**src/rtl/adc_capture_sequencer.sv**
```systemverilog
// Trigger-based ADC capture: writes pre/post-trigger samples into a circular
// buffer, then replays the captured window through a valid/ready read port.
module adc_capture_sequencer #(
    parameter int unsigned AW           = 12,
    parameter int unsigned AUTO_TIMEOUT = 2500000
) (
    input  logic          clk,
    input  logic          rst,
    input  logic [7:0]    sample,
    input  logic          arm,
    input  logic          abort,
    input  logic [7:0]    trig_level,
    input  logic [7:0]    trig_hyst,
    input  logic          trig_slope,
    input  logic          trig_mode,
    input  logic [AW-1:0] pre_len,
    input  logic [AW:0]   post_len,
    output logic          wr_en,
    output logic [AW-1:0] wr_addr,
    output logic [7:0]    wr_data,
    output logic [AW-1:0] rd_addr,
    output logic          rd_valid,
    input  logic          rd_ready,
    output logic          rd_last,
    output logic          busy,
    output logic          triggered,
    output logic          auto_fired,
    output logic          done,
    output logic          cfg_err
);

    localparam int unsigned DEPTH = 1 << AW;
    localparam int unsigned TW    = 32;

    typedef enum logic [2:0] {S_IDLE, S_PRE, S_WAIT, S_POST, S_READ} state_t;

    state_t        state_q, state_d;
    logic [AW-1:0] pre_q, pre_d;
    logic [AW:0]   post_q, post_d;
    logic [7:0]    level_q, level_d, hyst_q, hyst_d;
    logic          slope_q, slope_d, mode_q, mode_d;
    logic [AW:0]   cnt_q, cnt_d, rd_cnt_q, rd_cnt_d;
    logic [TW-1:0] timer_q, timer_d;
    logic          qual_q, qual_d;
    logic          wr_en_q, wr_en_d;
    logic [AW-1:0] wr_addr_q, wr_addr_d, rd_addr_q, rd_addr_d;
    logic [7:0]    wr_data_q, wr_data_d;
    logic          rd_valid_q, rd_valid_d, rd_last_q, rd_last_d;
    logic          busy_q, busy_d, trig_q, trig_d, auto_q, auto_d;
    logic          done_q, done_d, cfg_err_q, cfg_err_d;

    logic [7:0]    lo_c, hi_c;
    logic [8:0]    hi_sum_c;
    logic          qual_set_c, real_trig_c, timeout_c, cfg_bad_c;
    logic [AW+1:0] total_c;

    // Hysteresis thresholds, saturating at the 8-bit range ends.
    always_comb begin
        lo_c        = (level_q > hyst_q) ? (level_q - hyst_q) : 8'd0;
        hi_sum_c    = 9'(level_q) + 9'(hyst_q);
        hi_c        = hi_sum_c[8] ? 8'hFF : hi_sum_c[7:0];
        qual_set_c  = slope_q ? (wr_data_q < lo_c) : (wr_data_q > hi_c);
        real_trig_c = qual_q && (slope_q ? (wr_data_q > level_q) : (wr_data_q < level_q));
        timeout_c   = mode_q && (timer_q == TW'(AUTO_TIMEOUT - 1));
        total_c     = (AW+2)'(pre_q) + (AW+2)'(post_q);
        cfg_bad_c   = (post_len == '0) ||
                      (((AW+2)'(pre_len) + (AW+2)'(post_len)) > (AW+2)'(DEPTH));
    end

    always_comb begin
        state_d    = state_q;
        pre_d      = pre_q;
        post_d     = post_q;
        level_d    = level_q;
        hyst_d     = hyst_q;
        slope_d    = slope_q;
        mode_d     = mode_q;
        cnt_d      = cnt_q;
        rd_cnt_d   = rd_cnt_q;
        timer_d    = timer_q;
        qual_d     = qual_q;
        rd_addr_d  = rd_addr_q;
        rd_last_d  = rd_last_q;
        trig_d     = trig_q;
        auto_d     = auto_q;
        done_d     = 1'b0;
        cfg_err_d  = 1'b0;
        wr_data_d  = sample;
        wr_addr_d  = wr_en_q ? (wr_addr_q + AW'(1)) : wr_addr_q;

        unique case (state_q)
            S_IDLE: begin
                if (arm && !abort) begin
                    pre_d   = pre_len;
                    post_d  = post_len;
                    level_d = trig_level;
                    hyst_d  = trig_hyst;
                    slope_d = trig_slope;
                    mode_d  = trig_mode;
                    if (cfg_bad_c) begin
                        cfg_err_d = 1'b1;
                    end else begin
                        trig_d = 1'b0;
                        auto_d = 1'b0;
                        cnt_d  = '0;
                        if (pre_len == '0) begin
                            state_d = S_WAIT;
                            timer_d = '0;
                            qual_d  = 1'b0;
                        end else begin
                            state_d = S_PRE;
                        end
                    end
                end
            end
            S_PRE: begin
                if (cnt_q == ((AW+1)'(pre_q) - (AW+1)'(1))) begin
                    state_d = S_WAIT;
                    timer_d = '0;
                    qual_d  = 1'b0;
                end else begin
                    cnt_d = cnt_q + (AW+1)'(1);
                end
            end
            S_WAIT: begin
                timer_d = timer_q + TW'(1);
                qual_d  = qual_q | qual_set_c;
                if (real_trig_c || timeout_c) begin
                    // The trigger sample is already being written: it is post sample 1.
                    trig_d    = 1'b1;
                    auto_d    = !real_trig_c;
                    rd_addr_d = wr_addr_q - pre_q;
                    cnt_d     = (AW+1)'(1);
                    if (post_q == (AW+1)'(1)) begin
                        state_d   = S_READ;
                        rd_cnt_d  = '0;
                        rd_last_d = (total_c == (AW+2)'(1));
                    end else begin
                        state_d = S_POST;
                    end
                end
            end
            S_POST: begin
                if ((cnt_q + (AW+1)'(1)) == post_q) begin
                    state_d   = S_READ;
                    rd_cnt_d  = '0;
                    rd_last_d = (total_c == (AW+2)'(1));
                end else begin
                    cnt_d = cnt_q + (AW+1)'(1);
                end
            end
            S_READ: begin
                if (rd_ready) begin
                    if (rd_last_q) begin
                        state_d   = S_IDLE;
                        done_d    = 1'b1;
                        rd_last_d = 1'b0;
                    end else begin
                        rd_addr_d = rd_addr_q + AW'(1);
                        rd_cnt_d  = rd_cnt_q + (AW+1)'(1);
                        rd_last_d = (((AW+2)'(rd_cnt_q) + (AW+2)'(2)) == total_c);
                    end
                end
            end
            default: state_d = S_IDLE;
        endcase

        if (abort && (state_q != S_IDLE)) begin
            state_d   = S_IDLE;
            done_d    = 1'b0;
            rd_last_d = 1'b0;
        end

        wr_en_d    = (state_d == S_PRE) || (state_d == S_WAIT) || (state_d == S_POST);
        rd_valid_d = (state_d == S_READ);
        busy_d     = (state_d != S_IDLE);
    end

    always_ff @(posedge clk) begin
        if (rst) begin
            state_q    <= S_IDLE;
            pre_q      <= '0;
            post_q     <= '0;
            level_q    <= '0;
            hyst_q     <= '0;
            slope_q    <= 1'b0;
            mode_q     <= 1'b0;
            cnt_q      <= '0;
            rd_cnt_q   <= '0;
            timer_q    <= '0;
            qual_q     <= 1'b0;
            wr_en_q    <= 1'b0;
            wr_addr_q  <= '0;
            wr_data_q  <= '0;
            rd_addr_q  <= '0;
            rd_valid_q <= 1'b0;
            rd_last_q  <= 1'b0;
            busy_q     <= 1'b0;
            trig_q     <= 1'b0;
            auto_q     <= 1'b0;
            done_q     <= 1'b0;
            cfg_err_q  <= 1'b0;
        end else begin
            state_q    <= state_d;
            pre_q      <= pre_d;
            post_q     <= post_d;
            level_q    <= level_d;
            hyst_q     <= hyst_d;
            slope_q    <= slope_d;
            mode_q     <= mode_d;
            cnt_q      <= cnt_d;
            rd_cnt_q   <= rd_cnt_d;
            timer_q    <= timer_d;
            qual_q     <= qual_d;
            wr_en_q    <= wr_en_d;
            wr_addr_q  <= wr_addr_d;
            wr_data_q  <= wr_data_d;
            rd_addr_q  <= rd_addr_d;
            rd_valid_q <= rd_valid_d;
            rd_last_q  <= rd_last_d;
            busy_q     <= busy_d;
            trig_q     <= trig_d;
            auto_q     <= auto_d;
            done_q     <= done_d;
            cfg_err_q  <= cfg_err_d;
        end
    end

    assign wr_en      = wr_en_q;
    assign wr_addr    = wr_addr_q;
    assign wr_data    = wr_data_q;
    assign rd_addr    = rd_addr_q;
    assign rd_valid   = rd_valid_q;
    assign rd_last    = rd_last_q;
    assign busy       = busy_q;
    assign triggered  = trig_q;
    assign auto_fired = auto_q;
    assign done       = done_q;
    assign cfg_err    = cfg_err_q;

endmodule

```
**config.mk**
```make
export PLATFORM = sky130hd
export DESIGN_NAME = adc_capture_sequencer
export DESIGN_NICKNAME = d
export VERILOG_FILES = /design/src/rtl/adc_capture_sequencer.sv
export SDC_FILE = /design/constraint.sdc
export NUM_CORES = 1
export LEC_CHECK = 0
export ABC_AREA = 1
export CAP_MARGIN = 20
export CORE_MARGIN = 4
export CORE_UTILIZATION = 55
export DETAILED_ROUTE_END_ITERATION = 7
export PLACE_DENSITY = 0.87
export REMOVE_ABC_BUFFERS = 1
export SYNTH_ARGS = -nofsm -noshare
export SYNTH_HDL_FRONTEND = slang
export SYNTH_SLANG_ARGS = --single-unit
export TNS_END_PERCENT = 1
```
**constraint.sdc**
```tcl
create_clock -name clk -period 4.2 [get_ports clk]
set_input_delay 0.63 -clock clk [delete_from_list [all_inputs] [get_ports clk]]
set_output_delay 0.63 -clock clk [all_outputs]
set_load 0.01 [all_outputs]
```
# [Yosys cells after proc, flatten, opt, wreduce, memory -nomap -nowiden]
# Index checks and enable logic that the tools add are counted.
[totals] ff_bits=145 in_bits=56
[op_classes] mux=55 reduce_logical=30 n_addsub=12 magnitude_cmp=6 bitwise=5 eq_ne=25
[ops] operator="two-way mux 13 bit" count=10
[ops] operator="two-way mux 32 bit" count=4
[ops] operator="one-hot mux 32 bit (3 select lines)" count=1
[ops] operator="one-hot mux 13 bit (4 select lines)" count=1
[ops] operator="one-hot mux 13 bit (3 select lines)" count=1
[ops] operator="two-way mux 12 bit" count=3
[ops] operator="adder 32 x 1 -> 32 bit (second input constant)" count=1
[ops] operator="equality test 32 x 22 -> 1 bit (second input constant)" count=1
[ops] operator="adder 12 x 13 -> 14 bit" count=2
[ops] operator="two-way mux 3 bit" count=9
[ops] operator="adder 13 x 1 -> 13 bit (second input constant)" count=2
[ops] operator="equality test 13 bit" count=2
[ops] operator="adder 12 x 1 -> 12 bit (second input constant)" count=2
[ops] operator="greater-than comparator 8 bit" count=3
[ops] operator="one-hot mux 12 bit (2 select lines)" count=1
[ops] operator="inequality test 2 bit (second input constant)" count=11
[ops] operator="two-way mux 1 bit" count=17
[ops] operator="less-than comparator 8 bit" count=2
[ops] operator="two-way mux 8 bit" count=2
[ops] operator="one-hot mux 3 bit (5 select lines)" count=1
[ops] operator="adder 13 x 2 -> 14 bit (second input constant)" count=1
[ops] operator="equality test 14 x 1 -> 1 bit (second input constant)" count=1
[ops] operator="equality test 14 bit" count=1
[ops] operator="greater-than comparator 14 x 13 -> 1 bit (second input constant)" count=1
[ops] operator="other kinds (29)" count=53

# [Logic depth before layout (Yosys ltp)]
# Gate-level depths: netlist of the first run.
[logic_depth] word_depth=10 ltp_mapped=24 depth_no_buf=24

# [Worst setup path after synthesis of the first run]
# No wires, ideal clock.
[synth_path] path_type="flip-flop to flip-flop" from="register level_q[1]" to="register qual_q" setup_time_ns=0.070 arrival_ns=2.885 required_ns=4.130 path_stages_with_launch=21 period_less_slack_ns=2.955 slack_ns=1.245 path_cell_list="dfxtp_1 inv_1 fa_1 o31ai_1 a21oi_1 o21ai_0 nand2_1 nand2_1 a21oi_1 inv_1 nor2_1 ha_1 nand2_1 o21a_1 o221ai_1 o21ai_0 nand2_1 nand2_1 nand2_1 nand2_1 a21oi_1"
[synth_between] elab_chain_cells=6 elab_cells_between_ends=10
[synth_rtl] element="start: declaration" line_no="40" rtl="logic [7:0] level_q, level_d, hyst_q, hyst_d;"
[synth_rtl] element="start signal: assignment" line_no="207" rtl="level_q <= level_d;"
[synth_rtl] element="adder 8 x 8 -> 9 bit (tied with other cells)" line_no="60" rtl="hi_sum_c = 9'(level_q) + 9'(hyst_q);"
[synth_rtl] element="two-way mux 8 bit (on tied branches)" line_no="61, 59"
[synth_rtl] element="greater-than comparator 8 bit or less-than comparator 8 bit (tied branches)" line_no="62" rtl="qual_set_c = slope_q ? (wr_data_q < lo_c) : (wr_data_q > hi_c);"
[synth_rtl] element="two-way mux 1 bit (*)" line_no="62"
[synth_rtl] element="OR 1 bit (*)" line_no="127" rtl="qual_d = qual_q | qual_set_c;"
[synth_rtl] element="one-hot mux 1 bit (3 select lines) (*)" line_no="91" rtl="unique case (state_q)"
[synth_rtl] element="end signal: assignment" line_no="214" rtl="qual_q <= qual_d;"
[synth_rtl] element="end: declaration" line_no="44" rtl="logic qual_q, qual_d;"
# Every way passes the cells marked *; elsewhere a longest branch is shown, timed or not.
# A chain may end at the register's enable or synchronous reset.

# [Worst setup path in the final report of the first run]
# Ends and elaborated chain as after synthesis.

==> results of run 1 <==
==> power breakdown <==
| part | internal, mW | leakage, nW | switching, mW |
|---|---|---|---|
| Clock | 0.995 | 0.286 | 0.637 |
| Sequential | 1.47 | 1.18 | 0.150 |
| Combinational | 0.560 | 4.44 | 0.917 |
| Total | 3.02 | 5.91 | 1.70 |
==> worst paths after layout <==
kind                            depth (start not counted)  startpoint         end
worst max-delay path                                   20  level_q[1]      qual_q
worst min-delay path                                    2  auto_fired  auto_fired
worst max register to register                         20  level_q[1]      qual_q
worst min register to register                          2  auto_fired  auto_fired
==> flip-flops by register name, summed over array words and instances, names as in the netlist, 3 cells and up <==
name and count:
timer_q 32, cnt_q 13, post_q 13, rd_cnt_q 13, pre_q 12, rd_addr 12, wr_addr 12, hyst_q 8
level_q 8, wr_data 8, state_q 3
==> metal layers <==
| metal | wire length (um) | global-route usage, % | up-vias |
|---|---|---|---|
| li1 | - | - | 6417 |
| met3 | 2260 | 3.61 | 93 |
| met4 | 1160 | 11.3 | 0 |
| met2 | 17200 | 51.8 | 510 |
| met1 | 15200 | 37.0 | 5863 |
| met5 | 0 | 0 | - |
==> final cells by class <==
cell class | instances | area, sq um
clock buffers | 19 | 433
clock inverters | 12 | 181
fillers | 2006 | 7510
inverters | 264 | 991
multi-input cells | 1454 | 7670
flip-flops and latches | 145 | 2900
well taps | 275 | 344
repair buffers | 107 | 1050
==> through the flow <==
step                power, mW  cells  setup WS, ns  hold WS, ns
floorplan                2.62   1863         0.993        0.452
CTS                      4.71   2276         0.607        0.486
global route             5.00   2276         0.174        0.505
detailed placement       3.08   2245         0.451        0.477
global placement         3.05   2245         0.535        0.457
finish                   4.73   2276         0.580        0.483
==> cells by family (layout without fill, tap and decap cells) <==
group	after synthesis	after routing	share of synthesized area, %
xor gates and xnor gates	55	55	4.08
DFF	145	145	24.6
buffers and inverters	317	402	10.4
and+or+nand+nor	1014	1014	38.3
AOI/OAI and AO/OA	299	299	13.2
adders and majority gates	86	86	9.44
==> synth_stat cells (all sizes together), types with 5 or more instances <==
master / n
nand2: 496
inv: 262
nor2: 201
a21oi: 169
nand3: 153
dfxtp: 145
o21ai: 103
ha: 81
nand4: 59
xor2: 42
nor3: 40
clkbuf: 37
nand3b: 22
or2: 20
buf: 16
nor4: 16
xnor2: 13
a31oi: 10
fa: 5
nor3b: 5
==> tightest hold or removal path, stage by stage, from the launching register on <==
cell,delay [ns]
dfxtp_1,0.32
nand2_1,0.06
a21oi_1,0.05
==> summary.md, run 1 <==
| Metric | Value |
|---|---|
| Vias in the first global route | `around 12000` |
| Startpoint types | `register` |
| Die Span Y | `approximately 150 um` |
| Post-route DRC | `0` |
| Worst path max stage delay | `about 0.48 ns` |
| Hold buffers post-CTS | `0` |
| Global route overflow | `0` |
| CP max-delay cell | `fa_1` |
| Setup CP Type | `reg -> reg` |
| Clock Tree Buf Depth | `2` |
| Clock edge transition at the registers on the reported setup and hold paths | `0.06 ns` |
| Final WL | `35800 um` |
| CP arrival | `approximately 3.9 ns` |
| Number of flops mapped to enable cells by yosys | `0` |
| CP Data Required Time | `between 4 and 5 ns` |
| Routability cong. | `between 1 and 1.5` |
| Final hold vios | `0` |
| Max Freq | `around 280 MHz` |
| Area contributors post-synth | `dfxtp_1 (25%), nand2_1 (15%), ha_1 (8.6%)` |
| VDD IR-drop max | `around 0.19 mV` |
| Max-slew headroom | `38.5%` |
| Mean Syn Cell Area | `6.16 sq um` |
| Largest net degree at the start of global routing | `65` |
| Critical Path End Type | `register` |
| Pwr/cell area | `between 300 and 400 nW/um^2` |
| H-tree depth | `4` |
| Gr usage total | `between 20% and 30%` |
| R2R Setup Slk | `0.58 ns` |
| CORE AREA | `21100 sq um` |
| Crit-path cells | `inv_1, fa_1, o31ai_1, a21oi_1, o21ai_0, nand2_1, nand2_1, a21oi_1, inv_1, nor2_1, ha_1, a21oi_1, o21a_1, o221ai_1, o21ai_0, nand2_1, nand2_1, nand2_1, nand2_1, a21oi_1` |
| Largest fanout on the critical path | `6` |
| Total I/O pin count | `96` |
| Most common cell after layout, fill and taps aside | `nand2_1` |
| Placed wire-length estimate | `about 27000 um` |
| CTS Root Cell | `clkbuf_16` |
| Vias per cell | `about 5.7` |
| Crit-path most repeated cell | `nand2_1` |
| Endpoints failing setup | `0` |
| Routed WL per cell | `~16 um` |
| Antenna Nets Post-Route | `0` |
| Via count | `approximately 13000` |
| # Max-Cap Violations | `0` |
| Fin crit period | `around 3.6 ns` |
| Ys Warns | `0` |
| Syn Std Cell Area | `11800 sq um` |
| Library cells used by synthesis | `44` |
| CTS Buf Count | `17` |
| Post-Syn Instances | `1916` |
| Initial core utilization | `between 50% and 60%` |
| Global-route wire length before repair | `58900 um` |
| Std-Cell Rows | `53` |
| Outcome | `complete, no violations` |
| CP top delay family | `compound AO/OA/AOI/OAI gates` |
| RSZ-0062 raised after global routing | `false` |
| Post-synth top area share | `between 20% and 30%` |
| Fin. max-slew vios | `0` |
| Placed instance area | `13000 sq um` |
| Final Cell Area | `approximately 14000 sq um` |
| Die Width | `154 um` |
| Hold Crit Class | `reg -> reg` |
| Most used DFF post-synth | `dfxtp_1` |
| CTS tree | `built` |
| Setup Buffers After CTS | `0` |
| Register area share after synthesis | `24.6%` |
| Fin crit share | `a little under nine tenths` |
| Share of post-route cells with drive strength above 1 | `under 10%` |
| Async S/R FF share, synth | `0%` |
| Diodes inserted | `0` |
| CTS resizes | `0` |
| Commonest non-fill, non-tap cells in the layout | `nand2_1 (486), inv_1 (253), nor2_1 (186)` |
| Static Leak | `approximately 6 nW` |
| Die footprint | `23900 sq um` |
| Clk_skew | `0.0117 ns` |
| Final setup TNS | `0 ns` |
| Initial antenna violation count | `0` |
| DRT Pass-1 Iters | `8` |
| Worst-Skew Late Latency | `0.43 ns` |
| DRT iter0 DRCs | `1240` |
| Fin util | `approximately 64%` |
| CP Buf/Inv Count | `2` |
| IO buf count | `between 90 and 100` |
| Worst Tran Pin Value | `0.922 ns` |
| Leading area contributor after synthesis | `dfxtp_1` |
| Fin nets | `between 2000 and 2500` |
| Clock sink total | `145` |
| Layout Area Growth over Synthesis | `15.1%` |
| Synthesized flop and latch total | `145` |
(Power assumes the default switching activity.)
==> run 2, diff against run 1 <==
--- a/config.mk
+++ b/config.mk
@@ -9,7 +9,9 @@
 export CAP_MARGIN = 20
 export CORE_MARGIN = 4
 export CORE_UTILIZATION = 55
+export CTS_CLUSTER_DIAMETER = 30
 export DETAILED_ROUTE_END_ITERATION = 7
+export GPL_TIMING_DRIVEN = 1
 export PLACE_DENSITY = 0.87
 export REMOVE_ABC_BUFFERS = 1
 export SYNTH_ARGS = -nofsm -noshare
==> results of run 2 <==
The final DEF is identical to that of run 1; final timing and power are the same.
